<file path="config.mk">
export PLATFORM = sky130hd
export DESIGN_NAME = instruction_fetch_unit_flat
export DESIGN_NICKNAME = d
export VERILOG_FILES = /design/src/rtl/instruction_fetch_unit_pkg.sv /design/src/rtl/instruction_fetch_unit_if.sv /design/src/rtl/instruction_fetch_unit_fetch_fifo.sv /design/src/rtl/instruction_fetch_unit.sv /design/src/flat_wrapper.sv
export SDC_FILE = /design/constraint.sdc
export NUM_CORES = 1
export LEC_CHECK = 0
export CAP_MARGIN = 10
export CELL_PAD_IN_SITES_DETAIL_PLACEMENT = 0
export CELL_PAD_IN_SITES_GLOBAL_PLACEMENT = 1
export CORE_MARGIN = 2
export CORE_UTILIZATION = 35
export DETAILED_ROUTE_END_ITERATION = 6
export GPL_ROUTABILITY_DRIVEN = 0
export PLACE_DENSITY = 0.72
export SLEW_MARGIN = 20
export SYNTH_ARGS = -nofsm -noshare
export SYNTH_HDL_FRONTEND = slang
export SYNTH_SLANG_ARGS = --single-unit
</file>
<file path="constraint.sdc">
create_clock -name clk -period 7.2 [get_ports clk]
set_clock_uncertainty 0.2 [all_clocks]
set_input_delay 1.44 -clock clk [delete_from_list [all_inputs] [get_ports clk]]
set_output_delay 1.44 -clock clk [all_outputs]
set_load 0.005 [all_outputs]
</file>
<file path="src/rtl/instruction_fetch_unit_pkg.sv">
// -----------------------------------------------------------------------------
// instruction_fetch_unit_pkg
//   Shared defaults and constants for the instruction fetch unit and its FIFO.
//   No ports; import with `import instruction_fetch_unit_pkg::*;`.
// -----------------------------------------------------------------------------
package instruction_fetch_unit_pkg;

  localparam int          ADDR_W_DEFAULT   = 32;
  localparam int          INSTR_W_DEFAULT  = 32;
  localparam logic [31:0] RESET_PC_DEFAULT = 32'h0000_0000;
  localparam int          DEPTH_DEFAULT    = 2;

  // Byte distance between consecutive instruction words.
  localparam int          PC_INC           = 4;

endpackage : instruction_fetch_unit_pkg

</file>
<file path="src/rtl/instruction_fetch_unit_if.sv">
// -----------------------------------------------------------------------------
// instruction_fetch_unit_if
//   Bundles the instruction-memory read port and the decode valid/ready
//   handshake of the fetch unit.
//   master : fetch unit side   (drives imem_a, instr_valid, instr, instr_pc)
//   slave  : memory/decode side (drives imem_rd, instr_ready)
//   imem_a      ADDR_W   byte address to instruction memory (word aligned)
//   imem_rd     INSTR_W  combinational read data for imem_a
//   instr_valid 1        head of fetch queue is valid
//   instr_ready 1        decode accepts the head this cycle
//   instr       INSTR_W  head instruction word (0 when empty)
//   instr_pc    ADDR_W   PC of the head word (0 when empty)
// -----------------------------------------------------------------------------
interface instruction_fetch_unit_if #(
  parameter int ADDR_W  = 32,
  parameter int INSTR_W = 32
);

  logic [ADDR_W-1:0]  imem_a;
  logic [INSTR_W-1:0] imem_rd;
  logic               instr_valid;
  logic               instr_ready;
  logic [INSTR_W-1:0] instr;
  logic [ADDR_W-1:0]  instr_pc;

  modport master (
    output imem_a,
    input  imem_rd,
    output instr_valid,
    input  instr_ready,
    output instr,
    output instr_pc
  );

  modport slave (
    input  imem_a,
    output imem_rd,
    input  instr_valid,
    output instr_ready,
    input  instr,
    input  instr_pc
  );

endinterface : instruction_fetch_unit_if

</file>
<file path="src/rtl/instruction_fetch_unit_fetch_fifo.sv">
// -----------------------------------------------------------------------------
// fetch_fifo
//   Small synchronous FIFO holding {pc, instruction} pairs between fetch and
//   decode. Registered storage, head read combinationally (dout = mem[rd_ptr]).
//   clk    in   rising-edge clock
//   rst_n  in   synchronous reset, active low
//   flush  in   synchronous clear of pointers and count; a push is dropped
//   push   in   write din at wr_ptr
//   din    in   W-bit entry
//   pop    in   advance rd_ptr
//   dout   out  entry at rd_ptr
//   count  out  occupancy, log2(DEPTH)+1 bits
//   empty  out  count == 0
//   full   out  count == DEPTH
// -----------------------------------------------------------------------------
module fetch_fifo #(
  parameter int DEPTH = 2,
  parameter int W     = 64
) (
  input  logic                   clk,
  input  logic                   rst_n,
  input  logic                   flush,
  input  logic                   push,
  input  logic [W-1:0]           din,
  input  logic                   pop,
  output logic [W-1:0]           dout,
  output logic [$clog2(DEPTH):0] count,
  output logic                   empty,
  output logic                   full
);

  localparam int PTR_W = $clog2(DEPTH);
  localparam int CNT_W = PTR_W + 1;

  logic [W-1:0]     mem [DEPTH];
  logic [PTR_W-1:0] rd_ptr;
  logic [PTR_W-1:0] wr_ptr;

  // Pointers are exactly log2(DEPTH) bits, so DEPTH being a power of two
  // makes them wrap without any compare.
  always_ff @(posedge clk) begin
    if (!rst_n || flush) begin
      rd_ptr <= '0;
      wr_ptr <= '0;
      count  <= '0;
    end else begin
      if (push) wr_ptr <= wr_ptr + PTR_W'(1);
      if (pop)  rd_ptr <= rd_ptr + PTR_W'(1);
      case ({push, pop})
        2'b10:   count <= count + CNT_W'(1);
        2'b01:   count <= count - CNT_W'(1);
        default: count <= count;
      endcase
    end
  end

  // NOTE: storage is deliberately not reset; empty/count gate every read, so
  // stale contents are never observable and the array stays plain flops/RAM.
  always_ff @(posedge clk) begin
    if (push && !flush) mem[wr_ptr] <= din;
  end

  assign dout  = mem[rd_ptr];
  assign empty = (count == '0);
  assign full  = (count == CNT_W'(DEPTH));

  // The producer only pushes into a full queue when the head leaves the same
  // cycle, and the consumer only pops a non-empty queue.
  a_no_overflow : assert property (@(posedge clk) disable iff (!rst_n)
    !(push && full && !pop));
  a_no_underflow : assert property (@(posedge clk) disable iff (!rst_n)
    !(pop && empty));

endmodule : fetch_fifo

</file>
<file path="src/rtl/instruction_fetch_unit.sv">
// -----------------------------------------------------------------------------
// instruction_fetch_unit
//   Initiator of the instruction-memory read port. Owns the PC, fetches one
//   word per cycle into fetch_fifo and presents the queue head to decode with
//   a valid/ready handshake. A redirect reloads the PC and flushes the queue;
//   halt stops new fetches while the queue drains.
//   clk             in   rising-edge clock
//   rst_n           in   synchronous reset, active low
//   halt            in   suppress new fetches
//   redirect_valid  in   load redirect_pc and flush the queue
//   redirect_pc     in   new PC, bits [1:0] ignored
//   bus             master modport: imem_a/imem_rd, instr_valid/instr_ready,
//                   instr, instr_pc
// -----------------------------------------------------------------------------
module instruction_fetch_unit
  import instruction_fetch_unit_pkg::*;
#(
  parameter int                ADDR_W   = ADDR_W_DEFAULT,
  parameter int                INSTR_W  = INSTR_W_DEFAULT,
  parameter int                DEPTH    = DEPTH_DEFAULT,
  parameter logic [ADDR_W-1:0] RESET_PC = ADDR_W'(RESET_PC_DEFAULT)
) (
  input  logic                    clk,
  input  logic                    rst_n,
  input  logic                    halt,
  input  logic                    redirect_valid,
  input  logic [ADDR_W-1:0]       redirect_pc,
  instruction_fetch_unit_if.master bus
);

  localparam int W     = ADDR_W + INSTR_W;
  localparam int CNT_W = $clog2(DEPTH) + 1;

  logic [ADDR_W-1:0] pc;
  logic              push;
  logic              pop;
  logic [W-1:0]      fifo_dout;
  logic [CNT_W-1:0]  fifo_count;
  logic              fifo_empty;
  logic              fifo_full;

  // A full queue may still accept a word when the head leaves this cycle,
  // which keeps one fetch per cycle at full throughput.
  assign pop  = bus.instr_valid & bus.instr_ready;
  assign push = !halt & !redirect_valid & (!fifo_full | pop);

  // Redirect outranks fetch; the PC wraps modulo 2^ADDR_W.
  always_ff @(posedge clk) begin
    if (!rst_n) begin
      pc <= RESET_PC;
    end else if (redirect_valid) begin
      pc <= redirect_pc & ~ADDR_W'(3);
    end else if (push) begin
      pc <= pc + ADDR_W'(PC_INC);
    end
  end

  fetch_fifo #(
    .DEPTH (DEPTH),
    .W     (W)
  ) u_fetch_fifo (
    .clk   (clk),
    .rst_n (rst_n),
    .flush (redirect_valid),
    .push  (push),
    .din   ({pc, bus.imem_rd}),
    .pop   (pop),
    .dout  (fifo_dout),
    .count (fifo_count),
    .empty (fifo_empty),
    .full  (fifo_full)
  );

  assign bus.imem_a      = pc;
  assign bus.instr_valid = !fifo_empty;
  // Head fields read as zero while empty so decode never sees stale data.
  assign bus.instr       = fifo_empty ? '0 : fifo_dout[INSTR_W-1:0];
  assign bus.instr_pc    = fifo_empty ? '0 : fifo_dout[W-1:INSTR_W];

  a_count_bound : assert property (@(posedge clk) disable iff (!rst_n)
    fifo_count <= CNT_W'(DEPTH));

endmodule : instruction_fetch_unit

</file>
<file path="src/flat_wrapper.sv">
// flat-port wrapper written by rule: the top's interface ports become plain ports
module instruction_fetch_unit_flat import instruction_fetch_unit_pkg::*;
#(
  parameter int                ADDR_W   = ADDR_W_DEFAULT,
  parameter int                INSTR_W  = INSTR_W_DEFAULT,
  parameter int                DEPTH    = DEPTH_DEFAULT,
  parameter logic [ADDR_W-1:0] RESET_PC = ADDR_W'(RESET_PC_DEFAULT)
)
  (clk, rst_n, halt, redirect_valid, redirect_pc, bus_imem_a, bus_imem_rd, bus_instr_valid, bus_instr_ready, bus_instr, bus_instr_pc);
  instruction_fetch_unit_if #(.ADDR_W(ADDR_W), .INSTR_W(INSTR_W)) bus_i ();
  input  logic clk;
  input  logic rst_n;
  input  logic halt;
  input  logic redirect_valid;
  input  logic [ADDR_W-1:0] redirect_pc;
  output wire logic [$bits(bus_i.imem_a)-1:0] bus_imem_a;
  input wire logic [$bits(bus_i.imem_rd)-1:0] bus_imem_rd;
  output wire logic [$bits(bus_i.instr_valid)-1:0] bus_instr_valid;
  input wire logic [$bits(bus_i.instr_ready)-1:0] bus_instr_ready;
  output wire logic [$bits(bus_i.instr)-1:0] bus_instr;
  output wire logic [$bits(bus_i.instr_pc)-1:0] bus_instr_pc;
  assign bus_imem_a = bus_i.imem_a;
  assign bus_i.imem_rd = bus_imem_rd;
  assign bus_instr_valid = bus_i.instr_valid;
  assign bus_i.instr_ready = bus_instr_ready;
  assign bus_instr = bus_i.instr;
  assign bus_instr_pc = bus_i.instr_pc;
  instruction_fetch_unit #(.ADDR_W(ADDR_W), .INSTR_W(INSTR_W), .DEPTH(DEPTH), .RESET_PC(RESET_PC)) u_core (.clk(clk), .rst_n(rst_n), .halt(halt), .redirect_valid(redirect_valid), .redirect_pc(redirect_pc), .bus(bus_i));
endmodule
</file>
==> impl.org, run 1 <==
** Status
- Result of the run :: completed

** Timing
- Min Tclk post-route :: 3.94 ns
- Setup repair after global routing left no endpoint under its margin.
- The number of slew-limit violations in the final report is 0.
- Setup violations remaining at the end of the flow were counted as 0.
- Endpoints failing hold :: 0
- Maximum clock frequency :: 0.254 GHz
- For the pin with the worst max-slew slack, the measured transition is 0.969 ns.
- After layout, the worst setup slack is 3.26 ns.
- Adding up every negative setup slack in the final design gives 0 ns.
- Rel. slew slack :: 35.1%
- Portion of the clock cycle consumed by the worst path in the final layout :: 54.8%

** Yosys
- In this run, synthesis produced a sequential element count of 159.
- Synthesis produced a netlist whose cell count is 507.
- Proportion of synthesized area in mux cells :: 9.70%
- Summing the areas of all compound-gate instances in the mapped netlist gives 5.42% of the synthesized area.
- Fraction of synthesized cell area in xor and xnor cells :: 3.32%
- Summed over its instances, the top area cell type makes up 56.4% of the synthesized netlist area.
- Of the total synthesized cell area, the portion taken by full adders, half adders and majority gates is 0.189%.
- Number of synthesized flops with an enable pin :: 124
- Summing the areas of all and, or, nand and nor instances in the mapped netlist gives 11.7% of the synthesized area.
- After synthesis, the most frequently instantiated cells are sky130_fd_sc_hd__edfxtp_1 (124), sky130_fd_sc_hd__nor2_1 (73), sky130_fd_sc_hd__mux2i_1 (64), sky130_fd_sc_hd__dfxtp_1 (35), sky130_fd_sc_hd__o21ai_0 (31).
- Count of unique library cells instantiated by Yosys :: 43
- After synthesis, the largest family of logic cells by area is simple AND/OR/NAND/NOR gates.
- In the synthesized netlist the async set-or-reset flop fraction comes to 0%.
- By area the synthesized netlist is led by sky130_fd_sc_hd__edfxtp_1 (56%), sky130_fd_sc_hd__dfxtp_1 (11%), sky130_fd_sc_hd__mux2i_1 (9.7%), sky130_fd_sc_hd__nor2_1 (4.1%), sky130_fd_sc_hd__o21ai_0 (2.3%).
- In the synthesized netlist the dominant register cell turns out to be sky130_fd_sc_hd__edfxtp_1.
- Synth area leader :: sky130_fd_sc_hd__edfxtp_1
- Yosys printed 0 warnings.
- The most common cell in the synthesized netlist is sky130_fd_sc_hd__edfxtp_1.
- Synth Area per Inst :: 13.0 um2
- Proportion of synthesized chip area in sequential cells :: 67.0%
- Post-synth design cell area :: 6600 um2

** Clock tree
- In this run, CTS created clock tree buffers numbering 17.
- # Post-CTS Setup Buffers :: 0
- H-tree levels :: 4
- No sink is reached through more buffers than the 2 on the longest clock path.
- For this design, the CTS-stage hold fixing added 0 buffers.
- Cts repair resizes :: 0
- Worst-path clk slew :: 0.06 ns
- The clock reaches the later pin of the worst-skew pair after 0.42 ns.
- Clock sink count :: 159
- Clock tree from TritonCTS :: done
- Root buffer selected by CTS :: sky130_fd_sc_hd__clkbuf_16

** Worst setup path
- The worst setup path is of the reg -> out kind.
- The largest individual stage delay along the critical path comes from the cell sky130_fd_sc_hd__clkdlybuf4s50_1.
- STA classifies the critical path endpoint as an output pin.
- Walking the worst path, the cells encountered are buf_6, mux2i_1, nor2_1, clkdlybuf4s50_1.
- Crit-path max FO :: 62
- At the worst endpoint, the arrival time is 2.30 ns.
- STA puts the critical path data required time at 5.56 ns.
- STA classifies the critical path startpoint as a register.
- Longest individual stage delay on the worst path :: 0.56 ns

** Floorplan
- During I/O placement, the number of pins put on the boundary was 166.
- For this configuration, the core starts out at a cell density of 35.5%.
- Height of the die :: 141 um
- Area of the die :: 20000 um2
- The floorplan has 50 rows.
- Placeable core area :: 18600 um2
- Measured along the x axis, the die boundary spans 141 um.

** Finish
- Compared with the post-synthesis result, the final layout area differs by 36.8%.
- 0 antenna diodes ended up in the layout.
- Final core utilization :: 48.6%
- Final standard cell count with taps included and fillers excluded :: 908
- The filler cells instantiated in the layout total 1658.
- Final net count :: 731
- Layout cells sized above 1 :: 6.68%

** GRT
- Total GRT Usage :: 15.6%
- First-pass GRT wire length :: 23900 um
- Entering global routing, the biggest net connects 63 pins.
- Final global-route overflow total :: 0
- The initial antenna violation count was 0.
- Number of global-route vias before repair :: 4425

** Placed design
- Half-perimeter wire length after detailed placement :: 10000 um
- OpenSTA, run right after detailed placement, puts the worst setup slack at 2.55 ns.
- Number of buffers inserted by port buffering :: 159
- Total instance count after detailed placement :: 876

** Power
- Power spread over the standard cell area amounts to 238 nW/um2.
- Pleak :: 0.00298 uW
- Across the VDD grid, the largest voltage drop is 168 uV.

** Route
- After detailed routing, the total wire length is 15300 um.
- Vias per cell :: 4.81
- Detail-routed net length per standard cell :: 16.8 um
- DRT antenna net count :: 0
- Starting DRC count in detailed routing :: 183
- Post-detailed-route DRC marker count :: 0
- Across all layers, the routed design uses 4372 vias.
- The first detailed-routing pass took 4 iterations.

** Hold path
- Hold WC Path Type :: reg -> reg

** Job
- Max-cap violations in this run came to 0.
==> routing by layer <==
layer  vias to the layer above  share of wire [%]  track usage, %
met3                        15                5.2            4.29
met5                         -                  0               0
met4                         0                1.2            4.68
met2                       144                 46            24.9
li1                       2158                  -               -
met1                      2055                 48            20.8
==> state kept, by name, indices dropped and copies added, names as in the netlist, named ones only <==
| name | flops |
|---|---|
| u_core.u_fetch_fifo.mem | 124 |
| u_core.bus.imem_a | 30 |
| u_core.u_fetch_fifo.count | 2 |
| u_core.u_fetch_fifo.rd_ptr | 1 |
| u_core.u_fetch_fifo.wr_ptr | 1 |
==> logic make-up after synthesis <==
| group | count (synthesis) |
|---|---|
| xor+xnor | 25 |
| flops | 159 |
| other cells | 1 |
| buf+inv | 37 |
| fa+ha+maj | 1 |
| simple gates | 159 |
| compound gates | 61 |
| mux | 64 |
==> power by group <==
part | internal (uW) | total [uW] | switching [uW]
Combinational | 97.6 | 171 | 72.9
Sequential | 1030 | 1050 | 28.1
Clock | 567 | 919 | 352
Total | 1690 | 2140 | 453
==> layout by cell type (no fill, tap or decap), drive strengths merged, types with 4 or more instances in the layout <==
cell	instances
dfxtp	35
o21ai	31
and2	7
nor2	73
edfxtp	124
nand3	13
xnor2	12
conb	4
clkbuf	25
nor3	7
clkinv	4
buf	8
clkdlybuf4s50	158
nand4	8
o211a	4
and3	5
and4	6
xor2	13
nand2b	4
nand2	25
mux2i	64
a21oi	14
==> cell type report <==
| cell class | count | area (um2) | share of cell area, % |
|---|---|---|---|
| clock buffers | 25 | 551 | 6.10 |
| clock inverters | 7 | 68.8 | 0.762 |
| inverters | 3 | 11.3 | 0.125 |
| flip-flops and latches | 159 | 4430 | 49.0 |
| repair buffers | 166 | 1640 | 18.2 |
| well taps | 234 | 293 | 3.24 |
| multi-input cells | 314 | 2040 | 22.6 |
==> per-stage QoR <==
stage	cell area, um2	power [uW]	hold slack, ns
2_1_floorplan	6620	1140	0.272
3_3_place_gp	8410	1240	0.291
3_5_place_dp	8410	1250	0.291
4_1_cts	9030	2170	0.307
5_1_grt	9030	2230	0.324
6_report	9030	2140	0.302
==> critical path, delay by kind of cell (launching register included) <==
family | cells | cell delay [ns]
buffers and inverters | 2 | 1.10
DFF | 1 | 0.34
muxes | 1 | 0.16
and+or+nand+nor | 1 | 0.14
==> worst paths after layout <==
path | from | to | slack [ns] | depth (start not counted)
worst max-delay path | register | bus_instr_pc[10] | 3.26 | 4
worst min-delay path | u_core.u_fetch_fifo.rd_ptr$_SDFFE_PP0P_ | register | 0.30 | 2
worst max register to register | u_core.u_fetch_fifo.count[0]$_SDFFE_PP0P_ | u_core.u_fetch_fifo.mem[1][19]$_DFFE_PP_ | 4.53 | 4
worst min register to register | u_core.u_fetch_fifo.rd_ptr$_SDFFE_PP0P_ | register | 0.30 | 2
Note: power is estimated with default switching activity, not from simulation.
==> inputs of run 2 (changes only) <==
- CORE_UTILIZATION: 35 -> 39
- PLACE_DENSITY: 0.72 -> 0.76
- clock period: 7.2 -> 3.76 ns (I/O delays scaled with it)
==> impl.org, run 2 (synthesis results as in run 1) <==
** Status
- Result of the run :: completed (unchanged)

** Floorplan
- Floorplan die width :: 134 um (was 141 um)
- Num rows :: 47 (was 50)
- Number of placed I/O pins :: 166 (unchanged)
- The initial cell density of the core came to 39.8% (was 35.5%).
- The y dimension of the die came to 134 um (was 141 um).
- The core box area came to 16600 um2 (was 18600 um2).
- The die area is 18000 um2 (was 20000 um2).

** Timing
- Final-report max-slew violation count :: 0 (unchanged)
- The relative slew slack was 54.1% (was 35.1%).
- Endpoints failing hold :: 0 (unchanged)
- Maximum clock frequency :: 0.310 GHz
- Portion of the clock cycle consumed by the worst path in the final layout :: 85.8%
- Final number of setup-violating endpoints :: 0 (unchanged)
- RSZ-0062 raised after global routing: false (unchanged).
- Min Tclk post-route :: 3.23 ns
- The transition time of the tightest slew-check pin is 0.688 ns (was 0.969 ns).
- Setup TNS Final :: 0 ns (unchanged)

** Placed design
- Cell area after placement :: 8450 um2 (was 8410 um2)
- The number of buffers inserted by port buffering came to 159 (unchanged).
- The sum of net half-perimeters after detailed placement came to 9920 um (was 10000 um).

** Worst setup path
- Worst setup SP type :: register (unchanged)
- The critical path data required time was 2.81 ns (was 5.56 ns).
- Worst reg2reg endpoint :: u_core.bus.imem_a[31]$_SDFFE_PN0P_ (was u_core.u_fetch_fifo.mem[1][19]$_DFFE_PP_)
- The critical path arrival is 2.27 ns (was 2.30 ns).
- Startpoint of the lowest-slack register-to-register path :: u_core.bus.imem_a[5]$_SDFFE_PN0P_ (was u_core.u_fetch_fifo.count[0]$_SDFFE_PP0P_)
- Crit Path Class :: reg -> out (unchanged)
- End of the critical path :: bus_instr[14] (was bus_instr_pc[10])
- The worst-case register-to-register setup slack is 1.52 ns (was 4.53 ns).
- The worst-path maximum fanout was 31 (was 62).
- Worst reg2reg path depth :: 5 (was 4)
- The type of element capturing the critical path is an output pin (unchanged).

** Clock tree
- Cts repair resizes :: 0 (unchanged)
- The number of levels in the clock H-tree is 4 (unchanged).
- Clock tree from TritonCTS :: done (unchanged)
- Worst-path clk slew :: 0.06 ns (about the same)
- # Post-CTS Setup Buffers :: 0 (unchanged)
- Worst-skew pair later-pin latency :: 0.41 ns (was 0.42 ns)
- The CTS buffer count was 17 (unchanged).
- Root buffer selected by CTS :: sky130_fd_sc_hd__clkbuf_16 (unchanged)
- CTS Hold Buffers Added :: 0 (unchanged)
- Clock sink count :: 159 (unchanged)
- The number of buffers on the longest clock path came to 2 (unchanged).

** Finish
- The most frequent standard cell in the layout excluding fill and tap cells was sky130_fd_sc_hd__clkdlybuf4s50_1 (unchanged).
- The final cell utilization of the core came to 54.2% (was 48.6%).
- The area added between synthesis and finish came to 36.0% (was 36.8%).
- The number of fill cells came to 1417 (was 1658).
- The number of inserted diodes came to 0 (unchanged).
- The cell area after layout was 8980 um2 (was 9030 um2).
- Layout cells sized above 1 :: 6.79% (was 6.68%)
- The area of combinational cells with multiple inputs was 2040 um2 (about the same).
- Register with the most flip-flops :: u_core.u_fetch_fifo.mem (unchanged)
- Final net count :: 735 (was 731)
- Sequential cell area :: 4430 um2 (unchanged)
- Most frequent cells in the layout :: sky130_fd_sc_hd__clkdlybuf4s50_1 (159), sky130_fd_sc_hd__edfxtp_1 (124), sky130_fd_sc_hd__nor2_1 (72) (was sky130_fd_sc_hd__clkdlybuf4s50_1 (158), sky130_fd_sc_hd__edfxtp_1 (124), sky130_fd_sc_hd__nor2_1 (72))
- Number of flip-flops in the largest register :: 124 (unchanged)

** Route
- Detail-routed net length per standard cell :: 16.6 um (was 16.8 um)
- DRT antenna net count :: 0 (unchanged)
- The via count was 4421 (was 4372).
- The iteration-0 DRC count of the detailed router was 284 (was 183).
- The mean number of vias per cell was 4.93 (was 4.81).
- The iteration count of the initial detailed-routing pass was 4 (unchanged).
- Post-detailed-route DRC marker count :: 0 (unchanged)
- The routed wire length came to 14900 um (was 15300 um).

** GRT
- The global-route congestion overflow total is 0 (unchanged).
- The pin count of the biggest net entering global routing came to 63 (unchanged).
- The wire length of the first global-routing pass was 23200 um (was 23900 um).
- The total routing resource utilization after global routing came to 16.9% (was 15.6%).
- Initial antenna violation count :: 0 (unchanged)
- Number of global-route vias before repair :: 4398 (was 4425)

** Hold path
- Hold WC Path Type :: reg -> reg (unchanged)

** Power
- The leakage dissipation is 0.00296 uW (was 0.00298 uW).
- The sum of internal, switching and leakage power came to 3890 uW (was 2140 uW).
- The power density over the cells came to 433 nW/um2 (was 238 nW/um2).
- The maximum VDD drop was 308 uV (was 168 uV).

** Job
- Maximum Capacitance Violations :: 0 (unchanged)
-- run 2: changes by cell type in the layout (fill, tap and decap cells not counted), sizes merged --
cell,delta
buf,+3
clkbuf,-6
clkdlybuf4s50,+1
clkinv,+4
clkinvlp,+1
-- run 2: routing by layer --
layer / track usage [%] / part of all wire (%) / up-vias
li1: - / - / 2155
met1: 22.1 / 46 / 2116
met2: 27.6 / 48 / 136
met3: 3.70 / 4.6 / 14
met4: 6.55 / 1.3 / 0
met5: 0 / 0 / -
-- run 2: metrics by stage --
stage	hold WS, ns	setup slack [ns]	cells
after floorplan	0.272	0.171	510
after global placement	0.287	0.747	866
after detailed placement	0.303	0.678	866
after CTS	0.318	0.482	897
after global routing	0.338	0.405	897
final	0.315	0.534	897
-- run 2: worst max-delay path: stages, from the launching register on --
cell                              delay [ns]
sky130_fd_sc_hd__dfxtp_4                0.71
sky130_fd_sc_hd__buf_4                  0.35
sky130_fd_sc_hd__mux2i_1                0.23
sky130_fd_sc_hd__nor2_1                 0.07
sky130_fd_sc_hd__clkdlybuf4s50_1        0.48
-- run 2: worst min-delay path by stage --
stage                                                          end  slack, ns                                     from  depth (start not counted)
final                                                     register       0.31  u_core.u_fetch_fifo.rd_ptr$_SDFFE_PP0P_                          2
after global routing      u_core.u_fetch_fifo.mem[0][63]$_DFFE_PP_       0.34       u_core.bus.imem_a[31]$_SDFFE_PN0P_                          0
after CTS                                                 register       0.32  u_core.u_fetch_fifo.rd_ptr$_SDFFE_PP0P_                          2
after detailed placement                                  register       0.30  u_core.u_fetch_fifo.rd_ptr$_SDFFE_PP0P_                          2
after global placement                                    register       0.29  u_core.u_fetch_fifo.rd_ptr$_SDFFE_PP0P_                          2
after floorplan                                           register       0.27  u_core.u_fetch_fifo.rd_ptr$_SDFFE_PP0P_                          2
-- run 2: area by class of cell --
class / count / share of cell area [%]
inverters: 3 / 0.125
clock inverters: 12 / 1.09
multi-input cells: 314 / 22.7
flip-flops and latches: 159 / 49.3
clock buffers: 19 / 4.82
well taps: 220 / 3.06
repair buffers: 170 / 18.9
-- run 2: report_power, final --
group	total [uW]	leakage (uW)	internal (uW)	switching [uW]
Clock	1540	0.000253	897	643
Sequential	2020	0.00145	1970	56.6
Combinational	327	0.00126	190	137
